$ cat src/rtl/ro_sense_pkg.sv
// Shared encodings for the ring-oscillator measurement path: FSM states
// and the byte-select codes the control FSM drives on send_sel.
package ro_sense_pkg;

  typedef enum logic [1:0] {
    IDLE  = 2'd0,
    GATE  = 2'd1,
    ACCUM = 2'd2,
    DONE  = 2'd3
  } state_e;

  localparam logic [1:0] SEL_LO   = 2'd0;
  localparam logic [1:0] SEL_HI   = 2'd1;
  localparam logic [1:0] SEL_STAT = 2'd2;

endpackage

$ cat src/rtl/ro_edge_sync.sv
// Two-flop synchronizer for the asynchronous ring-oscillator output, plus
// a history flop so a rising edge becomes a single-cycle pulse.
module ro_edge_sync (
  input  logic clk,
  input  logic reset,
  input  logic async_in,
  output logic edge_pulse
);

  logic meta_q;
  logic sync_q;
  logic prev_q;

  always_ff @(posedge clk or posedge reset) begin
    if (reset) begin
      meta_q <= 1'b0;
      sync_q <= 1'b0;
      prev_q <= 1'b0;
    end else begin
      meta_q <= async_in;
      sync_q <= meta_q;
      prev_q <= sync_q;
    end
  end

  assign edge_pulse = sync_q & ~prev_q;

endmodule

$ cat src/rtl/ro_sum_accumulator.sv
// Counts ring-oscillator edges over NUM_WINDOWS gate windows, publishes a
// saturating sum with a one-cycle ready pulse, and muxes bytes for the UART.
module ro_sum_accumulator
  import ro_sense_pkg::*;
#(
  parameter int GATE_CYCLES = 1000,
  parameter int NUM_WINDOWS = 4,
  parameter int SUM_W       = 16
) (
  input  logic             clk,
  input  logic             reset,
  input  logic             ro_in,
  input  logic             sum_en,
  input  logic [1:0]       send_sel,
  output logic [SUM_W-1:0] sum,
  output logic             sum_ready,
  output logic             overflow,
  output logic [7:0]       tx_data
);

  localparam int CNT_W = $clog2(GATE_CYCLES + 1);
  localparam int TMR_W = $clog2(GATE_CYCLES);
  localparam int WIN_W = (NUM_WINDOWS > 1) ? $clog2(NUM_WINDOWS) : 1;
  localparam int EXT_W = ((SUM_W > CNT_W) ? SUM_W : CNT_W) + 1;

  localparam logic [TMR_W-1:0] TMR_LAST = TMR_W'(GATE_CYCLES - 1);
  localparam logic [WIN_W-1:0] WIN_LAST = WIN_W'(NUM_WINDOWS - 1);
  localparam logic [EXT_W-1:0] SUM_MAX  = {{(EXT_W-SUM_W){1'b0}}, {SUM_W{1'b1}}};

  state_e           state_q;
  logic [TMR_W-1:0] tmr_q;
  logic [WIN_W-1:0] win_q;
  logic [CNT_W-1:0] cnt_q;
  logic [SUM_W-1:0] acc_q;
  logic             ovf_pend_q;
  logic [SUM_W-1:0] sum_q;
  logic             ovf_q;
  logic             rdy_q;

  logic             edge_w;
  logic [CNT_W-1:0] cnt_d;
  logic [EXT_W-1:0] acc_ext_d;
  logic             acc_sat_d;
  logic [SUM_W-1:0] acc_d;
  logic [7:0]       hi_byte;

  ro_edge_sync u_sync (
    .clk        (clk),
    .reset      (reset),
    .async_in   (ro_in),
    .edge_pulse (edge_w)
  );

  // Both the edge counter and the accumulator clamp rather than wrap.
  assign cnt_d     = (edge_w && (cnt_q != {CNT_W{1'b1}})) ? cnt_q + 1'b1 : cnt_q;
  assign acc_ext_d = EXT_W'(acc_q) + EXT_W'(cnt_q);
  assign acc_sat_d = (acc_ext_d > SUM_MAX);
  assign acc_d     = acc_sat_d ? {SUM_W{1'b1}} : acc_ext_d[SUM_W-1:0];

  always_ff @(posedge clk or posedge reset) begin
    if (reset) begin
      state_q    <= IDLE;
      tmr_q      <= '0;
      win_q      <= '0;
      cnt_q      <= '0;
      acc_q      <= '0;
      ovf_pend_q <= 1'b0;
      sum_q      <= '0;
      ovf_q      <= 1'b0;
      rdy_q      <= 1'b0;
    end else begin
      rdy_q <= 1'b0;
      case (state_q)
        IDLE: begin
          tmr_q      <= '0;
          win_q      <= '0;
          cnt_q      <= '0;
          acc_q      <= '0;
          ovf_pend_q <= 1'b0;
          if (sum_en) state_q <= GATE;
        end
        GATE: begin
          if (!sum_en) begin
            state_q <= IDLE;
          end else begin
            cnt_q <= cnt_d;
            if (tmr_q == TMR_LAST) begin
              tmr_q   <= '0;
              state_q <= ACCUM;
            end else begin
              tmr_q <= tmr_q + 1'b1;
            end
          end
        end
        ACCUM: begin
          if (!sum_en) begin
            state_q <= IDLE;
          end else begin
            acc_q <= acc_d;
            cnt_q <= '0;
            if (acc_sat_d) ovf_pend_q <= 1'b1;
            if (win_q == WIN_LAST) begin
              sum_q   <= acc_d;
              ovf_q   <= ovf_pend_q | acc_sat_d;
              rdy_q   <= 1'b1;
              state_q <= DONE;
            end else begin
              win_q   <= win_q + 1'b1;
              state_q <= GATE;
            end
          end
        end
        DONE:    state_q <= IDLE;
        default: state_q <= IDLE;
      endcase
    end
  end

  generate
    if (SUM_W > 8) begin : g_hi
      assign hi_byte = 8'(sum_q[SUM_W-1:8]);
    end else begin : g_no_hi
      assign hi_byte = 8'h00;
    end
  endgenerate

  always_comb begin
    tx_data = 8'h00;
    case (send_sel)
      SEL_LO:   tx_data = sum_q[7:0];
      SEL_HI:   tx_data = hi_byte;
      SEL_STAT: tx_data = {7'b0, ovf_q};
      default:  tx_data = 8'h00;
    endcase
  end

  assign sum       = sum_q;
  assign sum_ready = rdy_q;
  assign overflow  = ovf_q;

endmodule
$ cat config.mk
export PLATFORM = sky130hd
export DESIGN_NAME = ro_sum_accumulator
export DESIGN_NICKNAME = d
export VERILOG_FILES = /design/src/rtl/ro_sense_pkg.sv /design/src/rtl/ro_edge_sync.sv /design/src/rtl/ro_sum_accumulator.sv
export SDC_FILE = /design/constraint.sdc
export NUM_CORES = 1
export LEC_CHECK = 0
export CAP_MARGIN = 10
export CELL_PAD_IN_SITES_DETAIL_PLACEMENT = 0
export CELL_PAD_IN_SITES_GLOBAL_PLACEMENT = 1
export CORE_MARGIN = 4
export CORE_UTILIZATION = 27
export DETAILED_ROUTE_END_ITERATION = 6
export PLACE_DENSITY = 0.57
export SYNTH_ARGS = -nofsm -noshare
export SYNTH_HDL_FRONTEND = slang
export SYNTH_SLANG_ARGS = --single-unit
$ cat constraint.sdc
create_clock -name clk -period 2.8 [get_ports clk]
set_clock_uncertainty 0.05 [all_clocks]
set_input_delay 0.56 -clock clk [delete_from_list [all_inputs] [get_ports clk]]
set_output_delay 0.56 -clock clk [all_outputs]
set_load 0.02 [all_outputs]
# Word-level counts from Yosys, hierarchy flattened
# Index checks and enable logic that the tools add are counted.
op_classes:
  mul: 0
  div: 0
  n_reduce_logical: 13
  add_sub_neg: 4
  shift: 0
  magnitude_cmp: 1
  mux: 26
  bitwise: 3
  eq_ne: 15
op_table:
  columns: ["operator", "count"]
  rows:
  - ["2-to-1 mux 10 bit", 5]
  - ["2-to-1 mux 16 bit", 2]
  - ["one-hot mux 16 bit (2 select lines)", 1]
  - ["one-hot mux 10 bit (3 select lines)", 1]
  - ["one-hot mux 8 bit (3 select lines)", 1]
  - ["adder 10 x 1 -> 10 bit (second input constant)", 2]
  - ["one-hot mux 10 bit (2 select lines)", 1]
  - ["adder 16 x 10 -> 17 bit", 1]
  - ["> comparator 17 x 16 -> 1 bit (second input constant)", 1]
  - ["2-to-1 mux 2 bit", 7]
  - ["!= test 2 bit (second input constant)", 6]
  - ["equality test 10 bit (second input constant)", 1]
  - ["!= test 10 bit (second input constant)", 1]
  - ["AND reduction 3 bit", 3]
  - ["equality test 2 bit (second input constant)", 4]
  - ["one-hot mux 2 bit (4 select lines)", 1]
  - ["AND reduction 2 bit", 3]
  - ["2-to-1 mux 1 bit", 5]
  - ["equality test 2 x 1 -> 1 bit (second input constant)", 2]
  - ["zero test 2 bit", 2]
  - ["one-hot mux 2 bit (2 select lines)", 1]
  - ["AND reduction 4 bit", 1]
  - ["nonzero test 2 bit", 2]
  - ["!= test 3 bit (second input constant)", 1]
  - ["other kinds (7)", 7]
totals:
  n_memories: 0
  latch_bits: 0
  ramBits: 0
  output_inout_bits: 26
  rom_bits: 0
  input_bits: 6
  reg_bits: 62
  elab_cells: 74

# Longest topological paths before layout
# Gate-level depths: netlist of run 1.
depth:
  word_depth: 6
  mapped_depth: 10
  ltp_nobuf: 9

# By module
# A second synthesis of run 1 with hierarchy kept.
unflattened:
  cells_unflattened: 362
  area_unflattened_um2: 3462.1
modules_own_cells:
  columns: ["module", "n_inst", "cells_per_inst", "area_per_inst_um2", "seq_area_each_um2"]
  rows:
  - ["ro_sum_accumulator", 1, 357, 3369.5, 1476.4]
  - ["ro_edge_sync", 1, 5, 92.6, 75.1]

# Least setup slack after synthesis of run 1
# Ideal clock, no wire load.
synth_timing:
  kind: "register to register"
  start: "register cnt_q[0]"
  end: "register acc_q[14]"
  setup_ps: 124
  period_less_slack_ps: 2306
  required_time_ps: 2626
  n_path_buf: 0
  path_stages_with_launch: 10
  path_slack_ps: 494
  arrival_ps: 2132
  cell_sequence: "dfrtp_1 -> ha_1 -> inv_1 -> fa_1 -> nand2b_1 -> a21o_1 -> a211oi_2 -> o21ai_1 -> mux2i_1 -> a211o_1"
synth_via:
  elab_chain_len: 5
synth_rtl:
  columns: ["element", "line_no", "source"]
  rows:
  - ["start, declared", "ro_sum_accumulator.sv:33", "logic [CNT_W-1:0] cnt_q;"]
  - ["start signal, assigned", "ro_sum_accumulator.sv:86", "cnt_q <= cnt_d;"]
  - ["adder 16 x 10 -> 17 bit (*)", "ro_sum_accumulator.sv:56", "assign acc_ext_d = EXT_W'(acc_q) + EXT_W'(cnt_q);"]
  - ["> comparator 17 x 16 -> 1 bit", "ro_sum_accumulator.sv:57", "assign acc_sat_d = (acc_ext_d > SUM_MAX);"]
  - ["2-to-1 mux 16 bit (*)", "ro_sum_accumulator.sv:58", "assign acc_d = acc_sat_d ? {SUM_W{1'b1}} : acc_ext_d[SUM_W-1:0];"]
  - ["2-to-1 mux 16 bit (*)", "ro_sum_accumulator.sv:96", "if (!sum_en) begin"]
  - ["one-hot mux 16 bit (2 select lines) (*)", "ro_sum_accumulator.sv:73", "case (state_q)"]
  - ["end signal, assigned", "ro_sum_accumulator.sv:66", "acc_q <= '0;"]
  - ["end signal, assigned", "ro_sum_accumulator.sv:78", "acc_q <= '0;"]
  - ["end signal, assigned", "ro_sum_accumulator.sv:99", "acc_q <= acc_d;"]
  - ["end, declared", "ro_sum_accumulator.sv:34", "logic [SUM_W-1:0] acc_q;"]
# Every way passes the cells marked *; elsewhere a longest branch is shown, timed or not. The select of a mux whose other input is x is not followed.
# A chain may end at the register's enable or synchronous reset.

# Worst setup path after layout of run 1
layout_timing:
  start: "input port send_sel[0]"
  end: "output port tx_data[4]"
layout_via:
  elab_chain_len: 2
  elab_cells_between_ends: 4
  classes_between: "eq/ne (2); mux (1); reduce/logical (1)"
layout_rtl:
  columns: ["element", "line_no", "source"]
  rows:
  - ["start, declared", "ro_sum_accumulator.sv:14", "input logic [1:0] send_sel,"]
  - ["equality test 2 bit, or another cell as far along", "ro_sum_accumulator.sv:129", "case (send_sel)"]
  - ["one-hot mux 8 bit (3 select lines) (*)", "ro_sum_accumulator.sv:129", null]
  - ["end, declared", "ro_sum_accumulator.sv:18", "output logic [7:0] tx_data"]
# Every way passes the cells marked *; elsewhere a longest branch is shown, timed or not.

==> results.yml, run 1 <==
status:
  outcome: "completed"
global_routing:
  grt.overflow.total: 0
  antenna_found_initial: 0
  grt_pass1_wl_um: 15010
  grt_max_degree: 29
  grt_pass1_vias: 2773
  grt_usage_pct: 13.11
placement:
  hpwlAfterDp_um: 6772
  preCtsSetupSlack_ns: 0.1117
  place_congestion: 0.7845
  dp.cells: 570
  port_buffers: 31
  place_area_um2: 4028
power_and_ir_drop:
  p_sw_uw: 564.0
  ir_worst_vdd_mv: 0.2728
  powerDensity_nw_per_um2: 539.4
  power_mw: 2.347
  comb_power_share_pct: 7.9
  swShare_pct: 24.03
  pwr-share-clk_pct: 52.1
  intPower_mw: 1.783
  seq_power_share_pct: 40.1
  p_leak_nw: 1.930
yosys:
  yosys.area_share.simple_pct: 17.45
  yosys.area_share.adder_pct: 5.319
  synth_ff_type: "dfrtp_1"
  yosys-mux-area-fraction_pct: 3.825
  yosys-top-cells-count: "dfrtp_1 (62), nand2_1 (52), o21ai_0 (38)"
  synth_top_area_share_pct: 45.17
  synth_area_um2: 3435
  synth-async-reset-ratio_pct: 100.0
  yosysWarnings: 0
  synth_top_area_cell: "dfrtp_1"
  syn_inst: 369
  syn-num-nets: 389
  synth_top_family_by_area: "compound AO/OA/AOI/OAI gates"
  synth_compound_area_share_pct: 21.42
  yosysSeqAreaShare_pct: 45.17
  synth-edff-count: 0
  synth_area_leaders: "dfrtp_1 (45%), nand2_1 (5.7%), o21ai_0 (5.5%), ha_1 (4.7%), nor2_1 (4.0%)"
  ys_types: 55
  synth_xor_area_share_pct: 4.080
  synth_seq_cells: 62
  synth_most_common_cell: "dfrtp_1"
  syn_avg_cell_area_um2: 9.308
routing:
  wirelength_um: 9017
  drcViolationCount: 0
  wl_per_cell_um: 15.39
  vias: 2821
  ant_nets: 0
  first_pass_iters: 5
  first_iter_violations: 156
  via_per_inst: 4.814
cells_and_area:
  syn2layout_area_growth_pct: 26.70
  num_antenna_cells: 0
  drive_above_1_share_pct: 10.53
  layout.nets: 433
  stdcell_area_um2: 4352
  nFillCells: 1274
  fin_cells: 586
clock_tree:
  cts-resized-gates: 0
  cts_tree: "built"
  htree_levels: 3
  holdBufCountCts: 0
  cts_made_buffers: 9
  post-cts-setup-buffers: 0
  clock_path_buffers: 2
  numClockSinks: 62
  cts-root-buf: "clkbuf_16"
  clock_latency_ns: 0.33
  clkTransAtPathRegs_ns: 0.05
floorplanning:
  coreArea_um2: 12210
  row_count: 40
  die_area_um2: 14590
  fp.dieH_um: 120.8
  initial_core_util_pct: 28.13
  die_x_um: 120.8
  boundaryPins: 32
sta:
  min_period_ns: 2.686
  fin_crit_sh_pct: 95.92
  finalSetupViolations: 0
  relSlewSlack_pct: 57.49
  rsz0062_at_grt: "no"
  fin_setup_tns_ns: 0
  worst_pin_slew_ns: 0.6368
  setup_slack_ns: 0.1142
  fmax_mhz: 372.3
  drv_slew: 0
  hold_viol_final: 0
critical_path:
  critPathCaptureType: "output port"
  start_kind: "input port"
  worstPathRequired_ns: 2.19
  arrival_ns: 2.08
  crit_fanout: 4
  crit_type: "in2out"
hold_path:
  hold_class: "reg2reg"
job:
  maxCapViolCount: 0
## worst max-delay path, stage by stage
cell             delay [ns]
clkdlybuf4s50_1        0.54
buf_4                  0.17
mux2i_1                0.20
nor2_1                 0.06
clkdlybuf4s50_1        0.55
## power groups by stage
stage,combinational [mW],sequential (mW),clock (mW)
2_1_floorplan,0.126,0.942,0
3_3_place_gp,0.185,0.956,0
3_5_place_dp,0.188,0.956,0
4_1_cts,0.189,0.940,1.26
5_1_grt,0.208,0.945,1.30
6_report,0.185,0.940,1.22
## layout make-up
cell class              count  area [µm²]  share of cell area, %
clock buffers              11       242.7                  5.578
clock inverters             5       81.33                  1.869
inverters                  11       41.29                 0.9488
multi-input cells         283        1789                  41.12
flip-flops and latches     62        1551                  35.65
well taps                 168       210.2                  4.830
repair buffers             46       435.4                  10.01
## layer usage
metal  vias up  track usage, %  wire length (µm)
li1       1405               -                 -
met1      1341           19.00              4593
met2        68           19.11              3896
met4         0           3.612                75
met3         7           3.601               451
met5         -               0                 0
## cell usage in the layout, fill, tap and decap left out, drive strengths merged, types with 2 or more instances in the layout
master / count
nor3b: 2
bufinv: 2
a31o: 3
nor2b: 2
nand2: 52
a22o: 3
clkdlybuf4s50: 31
xnor2: 8
clkbuf: 11
buf: 15
a31oi: 2
o22a: 5
or3: 4
and2: 2
and4: 3
ha: 13
dfrtp: 62
a221o: 2
inv: 12
a21o: 6
mux2i: 12
o31ai: 2
nand2b: 4
nor2: 38
xor2: 8
nand3: 9
a211oi: 2
a21oi: 22
and3: 7
nor3: 5
o21ai: 49
## sequential cells by signal, indices dropped and copies added, names as in the netlist, 2 cells and up
name / count
acc_q: 16
cnt_q: 10
state_q: 2
sum: 16
tmr_q: 10
win_q: 2
## stage by stage
| stage | hold WS [ns] | util (%) |
|---|---|---|
| finish | 0.3011 | 35.64 |
| global route | 0.3034 | 35.64 |
| CTS | 0.3038 | 35.64 |
| detailed placement | 0.2913 | 32.98 |
| global placement | 0.2848 | 32.98 |
| floorplan | 0.2812 | - |
## final timing paths
check	startpoint	endpoint	slack, ns	cells past startpoint
setup reg to reg	cnt_q[0]	acc_q[5]	0.22	10
hold reg to reg	u_sync.meta_q	u_sync.sync_q	0.30	0
min in group asynchronous	reset	acc_q[1]	0.58	2
max in group asynchronous	reset	u_sync.sync_q	1.48	3
hold / removal	u_sync.meta_q	u_sync.sync_q	0.30	0
setup / recovery	send_sel[0]	tx_data[4]	0.11	5
## kinds of logic (layout without fill, tap and decap cells)
logic type / after synthesis / in the layout
flops: 62 / 62
xor+xnor: 16 / 16
fa+ha+maj: 14 / 14
compound gates: 109 / 109
simple gates: 131 / 131
buf+inv: 24 / 73
mux: 13 / 13
(Power assumes the default switching activity.)
==> inputs of run 2 (changes only) <==
Settings changed: TNS_END_PERCENT from default to 10.
Clock period 2.8 ns to 2.65 ns, I/O delays scaled along.
==> run 2 against run 1 <==
  * Hold slack is essentially flat
  * Flip-flop and latch count stayed put
  * Critical path depth unchanged
  * Worst setup slack got worse by 0.058 ns
  * Largest cell class unchanged
==> results.yml, run 2 (synthesized netlist as in run 1, its figures left out) <==
critical_path:
  crit_type: "in2out"
  r2r_cells: 9
  start_kind: "input port"
  arrival_ns: 2.01
  critPathCaptureType: "output port"
  worstPathRequired_ns: 2.07
  crit_fanout: 4
  r2r_setup_slack_ns: 0.16
  worstReg2RegEnd: "acc_q[14]"
  r2r_start: "cnt_q[0]"
power_and_ir_drop:
  swShare_pct: 26.47
  comb_power_share_pct: 8.8
  seq_power_share_pct: 42.8
  p_leak_nw: 1.972
  pwr-share-clk_pct: 48.4
  p_sw_uw: 610.7
  ir_worst_vdd_mv: 0.4125
  powerDensity_nw_per_um2: 526.0
  power_mw: 2.308
  intPower_mw: 1.697
placement:
  place_area_um2: 4080
  hpwlAfterDp_um: 6734
  preCtsSetupSlack_ns: 0.02936
  place_congestion: 0.7466
  port_buffers: 31
hold_path:
  hp-start: "u_sync.meta_q"
  holdPathStages: 0
  hold_end: "u_sync.sync_q"
  hold_class: "reg2reg"
floorplanning:
  die_x_um: 120.8
  initial_core_util_pct: 28.13
  coreArea_um2: 12210
  boundaryPins: 32
  die_area_um2: 14590
  fp.dieH_um: 120.8
  row_count: 40
sta:
  relSlewSlack_pct: 61.29
  fin_setup_tns_ns: 0
  min_period_ns: 2.594
  drv_slew: 0
  worst_pin_slew_ns: 0.5780
  finalSetupViolations: 0
  fin_crit_sh_pct: 97.88
  hold_viol_final: 0
  rsz0062_at_grt: "no"
  fmax_mhz: 385.5
  setup_slack_ns: 0.05609
cells_and_area:
  num_antenna_cells: 0
  drive_above_1_share_pct: 12.24
  stdcell_area_um2: 4387
  layout.nets: 440
  nFillCells: 1308
  syn2layout_area_growth_pct: 27.72
  final_common_cell: "dfrtp_1"
  mostFrequentLayoutCells: "dfrtp_1 (62), nand2_1 (52), o21ai_0 (38)"
clock_tree:
  numClockSinks: 62
  htree_levels: 3
  clkTransAtPathRegs_ns: 0.05
  cts-root-buf: "clkbuf_16"
  clock_path_buffers: 2
  cts_made_buffers: 9
  cts_tree: "built"
  clock_latency_ns: 0.33
  post-cts-setup-buffers: 0
routing:
  vias: 2842
  first_pass_iters: 7
  via_per_inst: 4.793
  drcViolationCount: 0
  ant_nets: 0
  wl_per_cell_um: 15.10
  wirelength_um: 8956
  first_iter_violations: 153
global_routing:
  antenna_found_initial: 0
  grt_max_degree: 40
  grt_pass1_vias: 2929
  grt.overflow.total: 0
  grt_usage_pct: 13.31
  grt_pass1_wl_um: 15240
job:
  maxCapViolCount: 0
status:
  outcome: "completed"
[run 2: worst max path at each step]
stage,start,end,slack (ns),cells past startpoint
after floorplan,cnt_q[0],acc_q[14],0.34,9
after global placement,send_sel[0],tx_data[3],0.05,5
after detailed placement,send_sel[0],tx_data[1],0.03,5
after CTS,send_sel[0],tx_data[1],0.02,5
after global routing,send_sel[0],tx_data[7],0.0008,5
final,send_sel[0],tx_data[4],0.06,5
[run 2: critical path, stage by stage]
cell and delay (ns):
clkdlybuf4s50_1 0.55, buf_4 0.17, mux2i_1 0.18, nor2_1 0.05, clkdlybuf4s50_1 0.53
[run 2: power groups by stage]
stage	registers, mW	logic, mW	clock network (mW)
3_3_place_gp	1.00	0.202	0
4_1_cts	0.986	0.205	1.16
5_1_grt	0.991	0.223	1.20
6_report	0.987	0.203	1.12
2_1_floorplan	0.995	0.133	0
3_5_place_dp	1.00	0.203	0
[run 2: area by class of cell]
type	instances	area, µm²	share of cell area (%)
Multi-Input combinational cell	283	1805	41.16
Sequential cell	62	1551	35.37
Timing Repair Buffer	53	493.0	11.24
Clock buffer	10	239.0	5.448
Tap cell	168	210.2	4.792
Clock inverter	6	46.29	1.055
Inverter	11	41.29	0.9412
[run 2: metal layers]
layer  vias to the layer above  track usage [%]  wire length (µm)
li1                       1409                -                 -
met1                      1373            18.74              4616
met2                        50            19.80              3825
met3                        10            3.461               381
met4                         0            4.462               132
met5                         -                0                 0
[run 2: through the flow]
| step | hold WS (ns) | std cells | utilization, % |
|---|---|---|---|
| 6_report | 0.3012 | 593 | 35.92 |
| 3_5_place_dp | 0.2926 | 577 | 33.41 |
| 2_1_floorplan | 0.2812 | 369 | - |
| 3_3_place_gp | 0.2925 | 577 | 33.41 |
| 4_1_cts | 0.3045 | 593 | 35.75 |
| 5_1_grt | 0.3253 | 593 | 35.92 |
[run 2: what timing repair did]
item | 4_1_cts | 5_1_grt
hold buffers | 0 | 0
endpoints found under the setup margin | 0 | 5
gates resized for setup | 0 | 4
==> inputs of run 3 (changes only) <==
Settings changed: CORE_MARGIN 4 to default.
==> run 3 against run 2 <==
  * Worst setup slack got worse by 0.013 ns
  * Die area decreased by 9.7%
  * Clock power increased by 8%
  * Final area about the same
  * Critical endpoint is now tx_data[6]
==> results.yml, run 3 (synthesized netlist as in run 1, its figures left out) <==
cells_and_area:
  mostFrequentLayoutCells: "dfrtp_1 (62), nand2_1 (52), o21ai_0 (38)"
  drive_above_1_share_pct: 11.82
  layout.nets: 438
  syn2layout_area_growth_pct: 27.80
  final_common_cell: "dfrtp_1"
  num_antenna_cells: 0
  fin_cells: 591
  nFillCells: 1278
floorplanning:
  die_x_um: 114.8
  fp.dieH_um: 114.8
  row_count: 40
  coreArea_um2: 12210
  die_area_um2: 13180
  boundaryPins: 32
  initial_core_util_pct: 28.13
critical_path:
  crit_chain: "clkdlybuf4s50_1 > buf_4 > mux2i_1 > nor2_1 > clkdlybuf4s50_1"
  cpLargestDelayFamily: "buffers and inverters"
  crit_fanout: 4
  critPathCaptureType: "output port"
  start_kind: "input port"
  slowest_stage: "clkdlybuf4s50_1"
  crit_type: "in2out"
  crit_buf_inv: 3
  worstPathRequired_ns: 2.07
  r2r_setup_slack_ns: 0.21
  slowest_delay_ns: 0.61
  arrival_ns: 2.03
  crit_path_frequent_cell: "clkdlybuf4s50_1"
routing:
  first_pass_iters: 4
  vias: 2793
  ant_nets: 0
  wirelength_um: 8733
  via_per_inst: 4.726
  drcViolationCount: 0
  wl_per_cell_um: 14.78
  first_iter_violations: 93
clock_tree:
  htree_levels: 3
  holdBufCountCts: 0
  clkTransAtPathRegs_ns: 0.05
  cts-root-buf: "clkbuf_16"
  clock_path_buffers: 2
  cts_made_buffers: 9
  clock_latency_ns: 0.34
  cts_tree: "built"
  numClockSinks: 62
global_routing:
  grt_usage_pct: 14.89
  grt.overflow.total: 0
  grt_pass1_vias: 2827
  antenna_found_initial: 0
  grt_max_degree: 63
  grt_pass1_wl_um: 14770
placement:
  preCtsSetupSlack_ns: 0.01882
  dp.cells: 575
  hpwlAfterDp_um: 6459
  port_buffers: 31
  place_congestion: 0.7575
sta:
  fin_crit_sh_pct: 98.38
  relSlewSlack_pct: 61.96
  setup_slack_ns: 0.04285
  fmax_mhz: 383.6
  fin_setup_tns_ns: 0
  rsz0062_at_grt: "no"
  worst_pin_slew_ns: 0.5679
  hold_viol_final: 0
  drv_slew: 0
  finalSetupViolations: 0
  min_period_ns: 2.607
power_and_ir_drop:
  ir_worst_vdd_mv: 0.2443
  powerDensity_nw_per_um2: 545.9
  p_leak_nw: 1.991
status:
  outcome: "completed"
job:
  maxCapViolCount: 0
hold_path:
  hold_class: "reg2reg"
[run 3: changes by cell type in the layout (fill, tap and decap cells not counted)]
cell             before  now
a21oi_4               1    0
buf_4                21   19
clkinvlp_4            2    3
clkdlybuf4s50_1      29   27
clkinv_4              2    1
a21oi_2               2    3
clkinv_2              1    0
dlymetal6s2s_1        2    3
bufinv_16             0    1
dlygate4sd2_1         0    1
[run 3: what timing repair did]
item,4_1_cts,5_1_grt
setup buffers,0,0
resized for setup,1,4
endpoints found under the setup margin,1,6
[run 3: stage by stage]
step	instance area [µm²]	power (mW)	hold WS [ns]	util, %
after floorplan	3435	1.128	0.2812	-
after global placement	4065	1.200	0.2890	33.29
after detailed placement	4065	1.203	0.2918	33.29
after CTS	4373	2.432	0.3047	35.81
after global routing	4389	2.512	0.3104	35.94
final	4389	2.396	0.3008	35.94
[run 3: worst register-to-register path: stages (launching register included)]
cell and delay, ns:
dfrtp_1 0.36, ha_1 0.18, inv_1 0.05, fa_1 0.39, nand2b_1 0.17, a21o_1 0.22, a21oi_2 0.28, o211ai_4 0.19
nor2_1 0.30, a221o_1 0.18
[run 3: final timing paths]
kind / cells after the start / endpoint / from
setup reg to reg: 9 / acc_q[9] / cnt_q[0]
max in group asynchronous: 3 / acc_q[10] / reset
hold reg to reg: 0 / u_sync.sync_q / u_sync.meta_q
min in group asynchronous: 3 / cnt_q[2] / reset
hold / removal: 0 / u_sync.sync_q / u_sync.meta_q
setup / recovery: 5 / tx_data[6] / send_sel[0]
[run 3: report_power, final]
| group | internal (mW) | total (mW) | switching [mW] |
|---|---|---|---|
| registers | 0.966 | 0.992 | 0.0267 |
| clock network | 0.758 | 1.21 | 0.455 |
| logic | 0.0655 | 0.191 | 0.126 |
| total | 1.79 | 2.40 | 0.608 |
[run 3: cell type report]
class	instances	area [µm²]	share of cell area, %
clock inverters	6	70.07	1.596
inverters	11	41.29	0.9407
clock buffers	10	239.0	5.445
flip-flops and latches	62	1551	35.35
well taps	168	210.2	4.789
repair buffers	51	479.2	10.92
multi-input cells	283	1798	40.96
[run 3: routing by layer]
layer	vias to the layer above	GRT usage, %	wire, µm
li1	1413	-	-
met1	1319	20.07	4415
met2	50	22.79	3819
met3	11	3.743	341
met4	0	6.234	157
met5	-	0	0
